$ cat src/rtl/wb_write_queue.sv
// Writeback queue: buffers {rd, data} requests, drains one per granted cycle into the
// register-file write port and forwards pending data to two read lookups.
// Optional zero-latency empty-queue bypass is enabled by defining WB_BYPASS_EN.
module wb_write_queue #(
  parameter int unsigned DEPTH = 4,
  parameter int unsigned CNT_W = 3
) (
  input  logic             clk,
  input  logic             reset,
  input  logic             in_valid,
  output logic             in_ready,
  input  logic [4:0]       in_rd,
  input  logic [63:0]      in_data,
  input  logic             wr_grant,
  output logic             RegWrite,
  output logic [4:0]       RD,
  output logic [63:0]      WriteData,
  input  logic [4:0]       RS1,
  input  logic [4:0]       RS2,
  output logic             fwd1_hit,
  output logic [63:0]      fwd1_data,
  output logic             fwd2_hit,
  output logic [63:0]      fwd2_data,
  output logic [CNT_W-1:0] count
);

  localparam int unsigned PTR_W = (DEPTH > 1) ? $clog2(DEPTH) : 1;

  logic [4:0]       rd_q   [DEPTH];
  logic [4:0]       rd_d   [DEPTH];
  logic [63:0]      data_q [DEPTH];
  logic [63:0]      data_d [DEPTH];
  logic [DEPTH-1:0] vld_q, vld_d;
  logic [PTR_W-1:0] head_q, head_d;
  logic [PTR_W-1:0] tail_q, tail_d;
  logic [CNT_W-1:0] count_q, count_d;

  logic not_empty_c;
  logic bypass_c;
  logic push_c;
  logic pop_c;

  assign not_empty_c = (count_q != '0);
  assign in_ready    = (count_q < CNT_W'(DEPTH));
  assign pop_c       = not_empty_c && wr_grant;

`ifdef WB_BYPASS_EN
  assign bypass_c = !not_empty_c && wr_grant && in_valid && (in_rd != 5'd0);
`else
  assign bypass_c = 1'b0;
`endif

  // x0 writes complete the handshake but are dropped; bypassed writes never enter the queue
  assign push_c = in_valid && in_ready && (in_rd != 5'd0) && !bypass_c;

  assign count = count_q;

  // Write-port drive: head entry when non-empty, in-flight request when bypassing
  always_comb begin
    RegWrite  = pop_c || bypass_c;
    RD        = 5'd0;
    WriteData = 64'd0;
    if (not_empty_c) begin
      RD        = rd_q[head_q];
      WriteData = data_q[head_q];
    end else if (bypass_c) begin
      RD        = in_rd;
      WriteData = in_data;
    end
  end

  // Forwarding: scan oldest to youngest so the youngest match overwrites older ones
  always_comb begin
    logic [PTR_W-1:0] idx;
    fwd1_hit  = 1'b0;
    fwd1_data = 64'd0;
    fwd2_hit  = 1'b0;
    fwd2_data = 64'd0;
    idx       = head_q;
    for (int unsigned i = 0; i < DEPTH; i++) begin
      idx = head_q + PTR_W'(i);
      if (vld_q[idx] && (rd_q[idx] == RS1) && (RS1 != 5'd0)) begin
        fwd1_hit  = 1'b1;
        fwd1_data = data_q[idx];
      end
      if (vld_q[idx] && (rd_q[idx] == RS2) && (RS2 != 5'd0)) begin
        fwd2_hit  = 1'b1;
        fwd2_data = data_q[idx];
      end
    end
    if (bypass_c && (in_rd == RS1)) begin
      fwd1_hit  = 1'b1;
      fwd1_data = in_data;
    end
    if (bypass_c && (in_rd == RS2)) begin
      fwd2_hit  = 1'b1;
      fwd2_data = in_data;
    end
  end

  // Next-state for storage, pointers and occupancy
  always_comb begin
    rd_d    = rd_q;
    data_d  = data_q;
    vld_d   = vld_q;
    head_d  = head_q;
    tail_d  = tail_q;
    count_d = count_q;
    if (pop_c) begin
      vld_d[head_q] = 1'b0;
      head_d        = head_q + PTR_W'(1);
    end
    if (push_c) begin
      rd_d[tail_q]   = in_rd;
      data_d[tail_q] = in_data;
      vld_d[tail_q]  = 1'b1;
      tail_d         = tail_q + PTR_W'(1);
    end
    if (push_c && !pop_c) begin
      count_d = count_q + CNT_W'(1);
    end else if (pop_c && !push_c) begin
      count_d = count_q - CNT_W'(1);
    end
  end

  always_ff @(posedge clk or posedge reset) begin
    if (reset) begin
      for (int unsigned i = 0; i < DEPTH; i++) begin
        rd_q[i]   <= 5'd0;
        data_q[i] <= 64'd0;
      end
      vld_q   <= '0;
      head_q  <= '0;
      tail_q  <= '0;
      count_q <= '0;
    end else begin
      rd_q    <= rd_d;
      data_q  <= data_d;
      vld_q   <= vld_d;
      head_q  <= head_d;
      tail_q  <= tail_d;
      count_q <= count_d;
    end
  end

endmodule

$ cat config.mk
export PLATFORM = sky130hd
export DESIGN_NAME = wb_write_queue
export DESIGN_NICKNAME = d
export VERILOG_FILES = /design/src/rtl/wb_write_queue.sv
export SDC_FILE = /design/constraint.sdc
export NUM_CORES = 1
export LEC_CHECK = 0
export BUFFER_PORTS_ARGS = -buffer_cell sky130_fd_sc_hd__buf_2
export CAP_MARGIN = 25
export CORE_AREA = 3 3 234 236
export DETAILED_ROUTE_END_ITERATION = 7
export DIE_AREA = 0 0 237 239
export PLACE_DENSITY_LB_ADDON = 0.05
export SLEW_MARGIN = 15
export SYNTH_ARGS = -nofsm -noshare
export SYNTH_HDL_FRONTEND = slang
export SYNTH_SLANG_ARGS = --single-unit
$ cat constraint.sdc
create_clock -name clk -period 9.9 [get_ports clk]
set_input_delay 1.98 -clock clk [delete_from_list [all_inputs] [get_ports clk]]
set_output_delay 1.98 -clock clk [all_outputs]
set_load 0.05 [all_outputs]
==> impl_metrics.json, run 1 <==
{
  "setup_ws_ps": 1682,
  "fp.coreArea_um2": 52660,
  "post_cts_resized": 0,
  "postCtsSetupBuffers": 0,
  "setup_tns_ps": 0,
  "slowest_delay_ps": 870,
  "rsz0062_at_grt": "no",
  "root_buffer": "clkbuf_16",
  "area_delta_synth_final_pct": 12.81,
  "drive_above_1_share": 0.4536,
  "dieArea_um2": 56640,
  "fin_nets": 2278,
  "end_kind": "output port",
  "maxSlewViolCount": 0,
  "synth_adder_area_share": 0.005584,
  "synth_edf_count": 0,
  "synth_most_common_cell": "dfrtp_1",
  "die_x_um": 237,
  "synth_top_area_cell": "dfrtp_1",
  "grt_max_degree": 148,
  "syn-num-nets": 2144,
  "clockBufferDepth": 3,
  "cpMaxStageDelayCell": "dfrtp_4",
  "cts_tree": "yes",
  "cts_buffers": 38,
  "viasPerCell": 6.745,
  "ant_nets": 0,
  "h-tree-depth": 2,
  "crit_start": "head_q[1]",
  "synth_area_leaders": "dfrtp_1 (30%), mux4_2 (26%), mux2_2 (13%), nand2_1 (3.3%), nor2_1 (2.1%)",
  "clock_latency_ps": 560,
  "synth.area.mux_share": 0.3968,
  "clock_skew_ps": 11.45,
  "cp.arrival_ps": 6240,
  "status": "completed",
  "worst_pin_slew_ps": 1095,
  "syn-cell-area_um2": 23750,
  "fp.dieH_um": 239,
  "gp_congestion": 0.8109,
  "first_pass_iters": 5,
  "grt_pass1_vias": 19530,
  "initial_core_util": 0.4511,
  "yosys.area_share.xor_xnor": 0.01691,
  "hold_class": "flop to flop",
  "synthTopCellsByCount": "dfrtp_1 (287), mux4_2 (279), mux2_2 (278)",
  "hold_start": "vld_q[1]",
  "drc": 0,
  "max-slew-margin-rel": 0.2697,
  "detail_route.iter0.violations": 1522,
  "synth_seq_area_share": 0.3024,
  "max_cap_violations": 0,
  "ys_ff_latch": 287,
  "critPathLaunchType": "flop",
  "multiInputGateArea_um2": 15550,
  "r2r_start": "head_q[0]",
  "rows": 84,
  "finalSetupViolCount": 0,
  "syn-instance-count": 2051,
  "period_minus_slack_ps": 8218,
  "synth_top_family_by_area": "multiplexers",
  "antenna_found_initial": 8,
  "required_ps": 7920,
  "cts_sinks": 287,
  "track_usage": 0.2743,
  "synth_flop_cell": "dfrtp_1",
  "fmax_ghz": 0.1217,
  "pre_cts_ws_ps": 2233,
  "yosysTopAreaCellShare": 0.3024,
  "via_count": 19590,
  "synth_simple_gate_area_frac": 0.1158,
  "yosys_warnings": 0,
  "wirelength_um": 79220,
  "wire_per_inst_um": 27.28,
  "boundaryPins": 287,
  "hold_viol_final": 0,
  "hold_buffers": 0,
  "synth_cell_type_count": 52,
  "overflow": 0,
  "crit_type": "flop to output port",
  "fillerInstances": 4661,
  "synth_compound_area_frac": 0.1131,
  "dp_hpwl_um": 48100,
  "path_cells": "inv_1 > ha_4 > mux4_2 > xor2_1 > a211o_2 > or2_4 > buf_4 > a311oi_2 > o31ai_1 > buf_2",
  "regArea_um2": 7189,
  "grt_pass1_wl_um": 120700,
  "critPathMaxFanout": 41,
  "synth_async_sr_flop_share": 1.000,
  "fin_crit_sh": 0.8301,
  "numPortBuffers": 286,
  "avgSynthCellArea_um2": 11.58,
  "clk_pin_slew_ps": 60
}
-- layer usage --
| metal | wire length [um] | track usage | part of all wire | up-vias |
|---|---|---|---|---|
| li1 | - | - | - | 8290 |
| met1 | 32920 | 0.3739 | 0.42 | 10270 |
| met2 | 38280 | 0.4500 | 0.48 | 875 |
| met3 | 5877 | 0.04684 | 0.074 | 145 |
| met4 | 2108 | 0.08759 | 0.027 | 6 |
| met5 | 42 | 0 | 0.00053 | - |
-- cells by family (layout without fill, tap and decap cells) --
| group | count (synthesis) | count (layout) |
|---|---|---|
| flops | 287 | 287 |
| mux | 558 | 558 |
| fa+ha+maj | 10 | 10 |
| xor+xnor | 45 | 45 |
| buf+inv | 247 | 407 |
| other cells | 0 | 5 |
| compound gates | 330 | 330 |
| simple gates | 574 | 574 |
-- final cells by class --
type,count,share of cell area
antenna,5,0.0004670
clock buffer,54,0.04198
clock inverter,12,0.005137
inverter,11,0.001681
multi-input combinational,1517,0.5804
sequential,287,0.2683
tap,688,0.03213
timing repair buffer,330,0.06986
-- through the flow --
| stage | area, um2 | cells | utilization | hold WS (ps) |
|---|---|---|---|---|
| finish | 26790 | 2904 | 0.5088 | 568.5 |
| detailed placement | 25390 | 2828 | 0.4823 | 540.1 |
| global route | 26780 | 2900 | 0.5086 | 591.9 |
| global placement | 25390 | 2828 | 0.4823 | 535.4 |
| floorplan | 23750 | 2051 | - | 487.2 |
| CTS | 26660 | 2894 | 0.5062 | 556.8 |
-- flip-flops by register name (all words and copies together) (netlist names) --
register,count
count,3
tail_q,2
vld_q,4
head_q,2
data_q,256
rd_q,20
-- worst max-delay path: cells and delay by family, from the launching register on --
family	cells	cell delay (ps)
compound gates	3	1360
xor+xnor	1	170
fa+ha+maj	1	730
buf+inv	3	1150
flops	1	870
mux	1	630
simple gates	1	740
-- placed cells by master (no fill, tap or decap), types with 4 or more instances in the layout --
cell,count
a21boi_0,61
a311oi_1,29
a311oi_2,32
a31oi_1,61
and2_1,4
and3_1,66
buf_12,4
buf_2,286
buf_4,37
clkbuf_1,8
clkbuf_16,41
clkbuf_8,5
clkinv_2,8
dfrtp_1,285
diode_2,5
ha_1,8
inv_1,9
mux2_2,278
mux4_2,279
nand2_1,205
nand2_4,4
nand3_1,6
nand4_1,6
nor2_1,132
nor2b_1,69
nor4_1,61
o211ai_1,61
o21ai_0,6
o31ai_1,64
xnor2_1,34
xor2_1,8
-- path summary, 6_finish.rpt --
path | to | depth (start not counted) | slack [ps]
max | fwd2_data[12] | 10 | 1680
min | vld_q[1] | 2 | 570
max reg2reg | vld_q[1] | 7 | 7020
min reg2reg | vld_q[1] | 2 | 570
max in group asynchronous | data_q[226] | 3 | 7070
min in group asynchronous | data_q[63] | 2 | 1530
Power of run 1 is left out: the tool's default activity adds up to more than one toggle a clock period on the data nets, which glitch-free logic cannot reach.
==> run 2: changes to the inputs <==
Clock period 9.9 ns to 7.2 ns, I/O delays scaled along.
==> run 2 against run 1 <==
Compared with the run above:
- die area unchanged
- core utilization up 0.29 points
- final cell count up 0.28%
- non-clock buffer count up 3
- highest routed layer unchanged
- first-iteration DRC count up 8.3%
- sequential share of layout area down 0.15 points
- wire length up 2.2%
- sequential cell count unchanged
- critical endpoint is now fwd2_data[26]
- global-route usage up 0.73 points
==> impl_metrics.json, run 2 (synthesized netlist as in run 1, its figures left out) <==
{
  "rsz0062_at_grt": "no",
  "postCtsSetupBuffers": 0,
  "largest-register": "data_q",
  "hold_class": "flop to flop",
  "clockBufferDepth": 3,
  "wirelength_um": 80970,
  "via_count": 19660,
  "pre_cts_ws_ps": 1120,
  "post_cts_resized": 0,
  "clock_skew_ps": 16.49,
  "end_kind": "output port",
  "wire_per_inst_um": 27.81,
  "first_pass_iters": 5,
  "grt-busiest-layer": "met2",
  "largest_reg_flops": 256,
  "fmax_ghz": 0.1527,
  "cts_buffers": 38,
  "ant_nets": 0,
  "drc": 0,
  "max_cap_violations": 0,
  "cp.arrival_ps": 5110,
  "fin_nets": 2281,
  "setup_ws_ps": 650.1,
  "layout.cells.most_common_list": "buf_2 (286), dfrtp_1 (285), mux4_2 (279)",
  "crit_type": "flop to output port",
  "max-slew-margin-rel": 0.2979,
  "cts_sinks": 287,
  "clock_latency_ps": 560,
  "gp_congestion": 0.8610,
  "area_delta_synth_final_pct": 13.44,
  "boundaryPins": 287,
  "use_met3": 0.05780,
  "track_usage": 0.2815,
  "critPathLaunchType": "flop",
  "grt_pass1_wl_um": 123400,
  "dieArea_um2": 56640,
  "fillerInstances": 4670,
  "maxSlewViolCount": 0,
  "min_path_cells": 2,
  "hold_viol_final": 0,
  "antenna_found_initial": 13,
  "holdWs_ps": 547.4,
  "fin_crit_sh": 0.9097,
  "cts_tree": "yes",
  "detail_route.iter0.violations": 1649,
  "required_ps": 5760,
  "grt_max_degree": 162,
  "grtUsageMet1": 0.3763,
  "grt_pass1_vias": 19490,
  "clk_pin_slew_ps": 50,
  "design_area_um2": 26940,
  "period_minus_slack_ps": 6550,
  "root_buffer": "clkbuf_16",
  "initial_core_util": 0.4511,
  "dp_hpwl_um": 48650,
  "critPathMaxFanout": 122,
  "layout.cells.most_common": "buf_2",
  "largest_registers": "data_q x256, rd_q x20, vld_q x4",
  "drive_above_1_share": 0.4535,
  "hold_buffers": 0,
  "finalSetupViolCount": 0,
  "die_x_um": 237,
  "viasPerCell": 6.751,
  "overflow": 0,
  "worstRegToRegCells": 5,
  "rows": 84,
  "fp.dieH_um": 239,
  "place_area_um2": 25570,
  "numPortBuffers": 286,
  "status": "completed",
  "fp.coreArea_um2": 52660,
  "h-tree-depth": 2,
  "use_met2": 0.4590,
  "setup_tns_ps": 0,
  "worst_pin_slew_ps": 1053
}
run 2: cell count changes in the layout (fill, tap and decap cells not counted), moves of 2 or more:
cell / before / now
diode_2: 5 / 10
clkinv_2: 8 / 0
clkbuf_16: 41 / 39
buf_12: 4 / 10
clkbuf_1: 8 / 10
clkbuf_8: 5 / 11
bufinv_16: 3 / 5
buf_4: 37 / 35
run 2: critical path, cell delays in order (launching register included):
cell and delay, ps:
dfrtp_4 400, buf_4 670, buf_12 680, mux4_2 430
nand3_1 130, nor2_4 730, buf_4 490, a311oi_2 150
o31ai_1 490, buf_2 360
run 2: layout make-up:
type	count	area, um2	area share
Antenna cell	10	25.02	0.0009288
Clock buffer	60	1165	0.04323
Clock inverter	6	158.9	0.005898
Inverter	11	45.04	0.001672
Multi-Input combinational cell	1517	15550	0.5771
Sequential cell	287	7189	0.2668
Tap cell	688	860.8	0.03195
Timing Repair Buffer	333	1949	0.07235
run 2: layer usage:
metal,part of all wire,vias up
met2,0.48,891
li1,-,8310
met5,0.00047,-
met4,0.030,6
met3,0.079,173
met1,0.41,10280
run 2: worst paths after layout:
check	start	to	slack (ps)
hold reg to reg	vld_q[3]	vld_q[3]	550
hold / removal	vld_q[3]	vld_q[3]	550
max in group asynchronous	reset	data_q[32]	4950
setup / recovery	head_q[0]	fwd2_data[26]	650
min in group asynchronous	reset	rd_q[6]	950
setup reg to reg	count[2]	data_q[33]	4400
run 2: per-stage QoR:
step / utilization / cells
floorplan: - / 2051
global route: 0.5115 / 2907
CTS: 0.5107 / 2901
detailed placement: 0.4856 / 2835
finish: 0.5117 / 2912
global placement: 0.4850 / 2834
Power of run 2 is left out for the same reason.
==> run 3: changes to the inputs <==
Settings changed: GPL_TIMING_DRIVEN set to 0.
==> run 3 against run 2 <==
Compared with the run above:
- count of clock-buffer cells in the layout is 4 lower
- core utilization is 1.3 points higher
- highest routed layer unchanged
- largest cell class unchanged
- fmax is 5.8% lower
- sequential share of layout area is 0.67 points lower
- sequential cell count stayed put
- die area stayed put
- via count is 7.2% higher
- critical path type unchanged
- non-clock buffer count is 192 higher
==> impl_metrics.json, run 3 (synthesized netlist as in run 1, its figures left out) <==
{
  "status": "completed",
  "grt_pass1_wl_um": 136000,
  "ff2ff_setup_slack_ps": 3170,
  "initial_core_util": 0.4511,
  "cts_buffers": 37,
  "final_cells": 3097,
  "drc": 0,
  "maxSlewViolCount": 0,
  "hold_class": "flop to flop",
  "fin_crit_sh": 0.9661,
  "regArea_um2": 7182,
  "crit_start": "head_q[1]",
  "die_x_um": 237,
  "grt_pass1_vias": 20970,
  "dp_hpwl_um": 64060,
  "layout.cells.most_common": "buf_2",
  "fmax_ghz": 0.1438,
  "root_buffer": "clkbuf_16",
  "detail_route.iter0.violations": 2176,
  "viasPerCell": 6.805,
  "cts_tree": "yes",
  "cp.arrival_ps": 5520,
  "via_count": 21070,
  "fp.coreArea_um2": 52660,
  "largest-register": "data_q",
  "area_delta_synth_final_pct": 16.23,
  "required_ps": 5760,
  "antenna_found_initial": 5,
  "boundaryPins": 287,
  "multiInputGateArea_um2": 15450,
  "crit_type": "flop to output port",
  "critPathLaunchType": "flop",
  "worst_pin_slew_ps": 1031,
  "fillerInstances": 4725,
  "track_usage": 0.3155,
  "r2r_start": "head_q[1]",
  "largest_registers": "data_q x256, rd_q x20, vld_q x4",
  "h-tree-depth": 2,
  "cts_sinks": 287,
  "fp.dieH_um": 239,
  "first_pass_iters": 5,
  "layout.cells.most_common_list": "buf_2 (316), dfrtp_1 (287), mux4_2 (279)",
  "max_cap_violations": 0,
  "clockBufferDepth": 3,
  "critPathMaxFanout": 19,
  "rows": 84,
  "clock_skew_ps": 12.68,
  "end_kind": "output port",
  "largest_reg_flops": 256,
  "hold_buffers": 0,
  "r2r_end": "head_q[1]",
  "dieArea_um2": 56640,
  "dp.cells": 3030,
  "wirelength_um": 91440,
  "fin_nets": 2472,
  "grt_max_degree": 37,
  "max-slew-margin-rel": 0.3125,
  "drive_above_1_share": 0.4312,
  "min_path_cells": 2,
  "worstRegToRegCells": 11,
  "gp_congestion": 0.8961,
  "cp-endpoint": "fwd1_data[42]",
  "numPortBuffers": 276,
  "period_minus_slack_ps": 6956,
  "clk_pin_slew_ps": 60,
  "rsz0062_at_grt": "no",
  "overflow": 0,
  "wire_per_inst_um": 29.53,
  "ant_nets": 0,
  "hold_viol_final": 0,
  "clock_latency_ps": 570,
  "finalSetupViolCount": 0
}
run 3: metrics by stage:
step                      hold slack, ps  cell area [um2]  setup TNS (ps)  utilization  setup slack [ps]
after floorplan                    487.2            23750               0            -             925.8
after global placement             518.2            26000          -46140       0.4937            -548.7
after detailed placement           543.8            26270          -30740       0.4989            -505.1
after CTS                          557.2            27560               0       0.5233             15.30
after global routing               585.9            27600               0       0.5242             85.63
final                              561.6            27610               0       0.5243             244.2
run 3: layout make-up:
class | instances | share of cell area
multi-input cells | 1517 | 0.5599
flip-flops and latches | 287 | 0.2602
repair buffers | 291 | 0.05915
plain buffers | 234 | 0.04174
clock buffers | 56 | 0.04129
well taps | 688 | 0.03118
clock inverters | 9 | 0.004623
inverters | 11 | 0.001632
diodes | 4 | 0.0003626
run 3: worst min path at each step:
stage          startpoint       end  slack (ps)
2_1_floorplan    vld_q[0]  vld_q[0]         490
3_3_place_gp     vld_q[0]  vld_q[0]         520
3_5_place_dp     vld_q[2]  vld_q[2]         540
4_1_cts          vld_q[2]  vld_q[2]         560
5_1_grt          vld_q[2]  vld_q[2]         590
6_report         vld_q[1]  vld_q[1]         560
run 3: worst max-delay path, stage by stage (launching register included):
cell	delay [ps]
dfrtp_1	550
clkbuf_4	320
buf_6	310
inv_1	120
ha_1	300
buf_6	150
buf_2	300
buf_2	420
clkdlybuf4s15_1	740
clkbuf_1	670
mux4_2	390
nor2_1	50
a31oi_1	290
buf_2	330
run 3: timing repair:
item                                   CTS  global route
setup endpoints to repair              130            99
resized for setup                        6            16
pin swaps                                0             0
buffers inserted                         0             0
endpoints found under the hold margin    0             0
run 3: per-layer routing:
metal | track usage | vias to the layer above | share of wire
li1 | - | 8682 | -
met1 | 0.4379 | 10790 | 0.40
met2 | 0.4891 | 1403 | 0.46
met3 | 0.06968 | 195 | 0.10
met4 | 0.1162 | 2 | 0.037
met5 | 0 | - | 0.00014
Power of run 3 is left out for the same reason.
